--- config.mk ---
export PLATFORM = sky130hd
export DESIGN_NAME = serial_subtractor_fsm
export DESIGN_NICKNAME = d
export VERILOG_FILES = /design/src/rtl/serial_sub_pkg.sv /design/src/rtl/full_subtractor.sv /design/src/rtl/serial_subtractor_fsm.sv
export SDC_FILE = /design/constraint.sdc
export NUM_CORES = 1
export LEC_CHECK = 0
export CORE_MARGIN = 2
export CORE_UTILIZATION = 33
export DETAILED_ROUTE_END_ITERATION = 10
export SYNTH_ARGS = -nofsm -noshare
export SYNTH_HDL_FRONTEND = slang
export SYNTH_SLANG_ARGS = --single-unit
--- constraint.sdc ---
create_clock -name clk -period 4.8 [get_ports clk]
set_clock_uncertainty 0.15 [all_clocks]
set_input_delay 0.96 -clock clk [delete_from_list [all_inputs] [get_ports clk]]
set_output_delay 0.96 -clock clk [all_outputs]
set_load 0.05 [all_outputs]
--- src/rtl/serial_sub_pkg.sv ---
// rtl/serial_sub_pkg.sv - shared state encoding and counter-width helper for the serial subtractor
package serial_sub_pkg;

    typedef enum logic [1:0] {
        IDLE = 2'd0,
        RUN  = 2'd1,
        DONE = 2'd2
    } state_t;

    function automatic int cnt_w(input int width);
        return (width > 1) ? $clog2(width) : 1;
    endfunction

endpackage

--- src/rtl/full_subtractor.sv ---
// rtl/full_subtractor.sv - one-bit combinational full subtractor cell (A - B - Bin)
module full_subtractor (
    input  logic A,
    input  logic B,
    input  logic Bin,
    output logic D,
    output logic Bout
);

    assign D    = A ^ B ^ Bin;
    assign Bout = (~A & B) | (~A & Bin) | (B & Bin);

endmodule

--- src/rtl/serial_subtractor_fsm.sv ---
// rtl/serial_subtractor_fsm.sv - bit-serial A - B - Bin, LSB first, with start/busy/done handshake
module serial_subtractor_fsm
    import serial_sub_pkg::*;
#(
    parameter int WIDTH = 8
) (
    input  logic             clk,
    input  logic             rst,
    input  logic             start,
    input  logic [WIDTH-1:0] A,
    input  logic [WIDTH-1:0] B,
    input  logic             Bin,
    output logic             busy,
    output logic             done,
    output logic [WIDTH-1:0] Diff,
    output logic             Bout
);

    localparam int              CNT_W    = cnt_w(WIDTH);
    localparam logic [CNT_W-1:0] LAST_CNT = CNT_W'(WIDTH - 1);

    state_t           r_state;
    state_t           w_state_next;
    logic [WIDTH-1:0] r_sa;
    logic [WIDTH-1:0] r_sb;
    logic [WIDTH-2:0] r_sr;
    logic             r_br;
    logic [CNT_W-1:0] r_cnt;
    logic [WIDTH-1:0] r_diff;
    logic             r_bout;

    logic             w_d;
    logic             w_bo;
    logic             w_last;
    logic [WIDTH-1:0] w_sr_next;

    full_subtractor u_cell (
        .A    (r_sa[0]),
        .B    (r_sb[0]),
        .Bin  (r_br),
        .D    (w_d),
        .Bout (w_bo)
    );

    // sr only keeps the WIDTH-1 earlier bits; the final bit goes straight into Diff
    assign w_sr_next = {w_d, r_sr};
    assign w_last    = (r_cnt == LAST_CNT);

    always_ff @(posedge clk or posedge rst) begin
        if (rst) begin
            r_state <= IDLE;
        end else begin
            r_state <= w_state_next;
        end
    end

    always_comb begin
        w_state_next = IDLE;
        case (r_state)
            IDLE:    w_state_next = start ? RUN : IDLE;
            RUN:     w_state_next = w_last ? DONE : RUN;
            DONE:    w_state_next = IDLE;
            default: w_state_next = IDLE;
        endcase
    end

    always_ff @(posedge clk or posedge rst) begin
        if (rst) begin
            r_sa   <= '0;
            r_sb   <= '0;
            r_sr   <= '0;
            r_br   <= 1'b0;
            r_cnt  <= '0;
            r_diff <= '0;
            r_bout <= 1'b0;
        end else begin
            case (r_state)
                IDLE: begin
                    if (start) begin
                        r_sa  <= A;
                        r_sb  <= B;
                        r_br  <= Bin;
                        r_cnt <= '0;
                    end
                end
                RUN: begin
                    r_sa  <= {1'b0, r_sa[WIDTH-1:1]};
                    r_sb  <= {1'b0, r_sb[WIDTH-1:1]};
                    r_sr  <= w_sr_next[WIDTH-1:1];
                    r_br  <= w_bo;
                    r_cnt <= r_cnt + 1'b1;
                    if (w_last) begin
                        r_diff <= w_sr_next;
                        r_bout <= w_bo;
                    end
                end
                default: ;
            endcase
        end
    end

    assign busy = (r_state == RUN);
    assign done = (r_state == DONE);
    assign Diff = r_diff;
    assign Bout = r_bout;

endmodule

==> results_dict.tcl <==
set metrics [dict create \
    status "complete, no violations" \
    yosysSeqAreaShare_pct 53.6 \
    tns_ns 0 \
    peakVddDrop_uv 214 \
    grt_pass1_vias 1201 \
    grt-ovfl-total 0 \
    gr-usage-met2_pct 19.5 \
    setup_slack_ns 1.48 \
    numCtsBuffers 5 \
    wl_per_cell_um 13.7 \
    drc 0 \
    start_kind "flop" \
    timing.final.crit_share_pct 69.1 \
    core_area_um2 5140 \
    critPathKind "reg2out" \
    slew_violations 0 \
    post_synth_num_cell_types 21 \
    pre_cts_ws_ns 1.80 \
    clk_latency_ns 0.29 \
    netlist_area_um2 1770 \
    grt_util_met1_pct 14.0 \
    grt_antenna_before_repair 0 \
    worstMarginPinSlew_ns 1.06 \
    ff2ff_setup_slack_ns 2.63 \
    viasPerCell 4.98 \
    synth_area_leaders "dfrtp_1, mux2_4, a221oi_1" \
    hold_ws_ns 0.354 \
    holdPathStages 1 \
    htreeDepth 2 \
    arrival_ns 2.21 \
    drt_first_iter_violations 52 \
    gp_congestion 0.768 \
    hold_viol 0 \
    yosysTopAreaCellShare_pct 53.6 \
    path_cells "nor2b_1 > clkdlybuf4s50_1" \
    min_path_type "reg2reg" \
    final.min_clock_period_ns 3.32 \
    io_pins 31 \
    yosysTopAreaCell "dfrtp_1" \
    initial_core_util_pct 34.5 \
    grt_setup_unrepaired "false" \
    nNetsFinal 193 \
    syn_to_final_growth_pct 23.3 \
    gr-usage-all-layers_pct 11.7 \
    setup_viol 0 \
    clockBufferDepth 2 \
    clk_pin_slew_ns 0.08 \
    post_cts_buffers 0 \
    crit_family "flip-flops" \
    antenna-diode-count 0 \
    p_per_area_nw_per_um2 680 \
    finalPower_w 0.00149 \
    cts_tree "yes" \
    rows 26 \
    die_y_um 77.3 \
    detail-route-antenna-nets 0 \
    grt_max_degree 30 \
    crit_path_max_fanout 29 \
    slowest_delay_ns 0.88 \
    regToRegStartpoint "r_state[1]" \
    grt_pass1_wl_um 5520 \
    clock_sinks 38 \
    path_buf_inv 1 \
    reg2reg_depth 2 \
    syn_area_per_cell_um2 12.6 \
    fmax_mhz 302 \
    finalWirelength_um 3310 \
    leakage_nw 0.971 \
    grt_util_met3_pct 3.76 \
    relSlewSlack_pct 29.6 \
    layout_common_cells "dfrtp_1, clkdlybuf4s50_1, inv_1, nor2_1" \
    endpoint_kind "output pin" \
    fp.dieArea_um2 5980 \
    netlist_instances 141 \
    r2r_end "Diff[0]" \
    die_width_um 77.3 \
    hpwl_um 2260 \
    layout-drive-gt1-share_pct 16.4 \
    hold_end "r_sa[7]" \
    worstHoldStart "r_sa[7]" \
    yosys_warnings 0 \
    busiest_layer "met2" \
    dr.pass1.iters 5 \
    ys_ff_latch 38 \
    cap_violations 0 \
    cts_root_buf "clkbuf_8" \
    slowest_stage "dfrtp_1" \
    crit_required_ns 3.69 \
    num_vias 1201 \
    synth_fp_nets 164 \
    final_common_cell "dfrtp_1" \
    io_buffers 30 \
    post_cts_resized 0 \
    cts-hold-fix-buffers 0 \
]
==> cell type report <==
cell class              instances  area (um2)
fillers                       533        2950
flip-flops and latches         38         951
multi-input cells              72         653
repair buffers                 34         330
well taps                      70        87.6
clock buffers                   6        82.6
inverters                      19        71.3
clock inverters                 2        12.5
==> worst max-delay path by stage <==
stage,start,to,slack (ns),cells past startpoint
2_1_floorplan,r_state[1],done,2.28,3
3_3_place_gp,r_state[1],done,1.80,2
3_5_place_dp,r_state[1],done,1.80,2
4_1_cts,r_state[1],done,1.46,2
5_1_grt,r_state[1],done,1.34,2
6_report,r_state[1],done,1.48,2
==> Yosys cell counts <==
cell      number
a21oi_1        1
a221oi_1      12
a222oi_1       3
a22o_1         2
a32o_1         2
buf_2          4
buf_6          5
buf_8          1
clkbuf_1       2
dfrtp_1       38
fa_1           1
ha_1           2
inv_1         19
mux2_2         7
mux2_4         8
mux2i_1        2
nand3b_1       1
nor2_1        13
nor2b_1        5
nor4b_1       12
o21bai_4       1
==> through the flow <==
stage | cell area, um2 | utilization, % | cells
final | 2190 | 42.6 | 241
after global routing | 2190 | 42.6 | 241
after CTS | 2190 | 42.6 | 241
after detailed placement | 2090 | 40.7 | 233
after global placement | 2090 | 40.7 | 233
after floorplan | 1770 | - | 141
==> sequential cells by signal, summed over array words and instances, names as in the netlist <==
name,count
Bout,1
r_cnt,3
r_sr,7
r_state,2
Diff,8
r_sb,8
r_br,1
r_sa,8
==> power by group <==
| part | leakage (nW) | internal (W) | total (W) | switching, W |
|---|---|---|---|---|
| Combinational | 0.471 | 0.000321 | 0.000684 | 0.000363 |
| Clock | 0.0472 | 0.000115 | 0.000232 | 0.000116 |
| Sequential | 0.453 | 0.000476 | 0.000571 | 0.0000954 |
==> per-layer routing <==
metal  share of wire (%)  wire (um)
met5                   0          0
met1                  44       1460
met2                  48       1600
met3                 5.9        195
met4                 1.8         58
==> kinds of logic after synthesis <==
group                    Yosys count  share of synthesized area (%)
adder cells (fa/ha/maj)            3                           2.54
buffers and inverters             31                           9.59
multiplexers                      17                           12.3
flip-flops                        38                           53.6
AO/OA/AOI/OAI                     21                           11.1
AND/OR/NAND/NOR                   31                           10.9
Power figures use the tool's default switching activity.
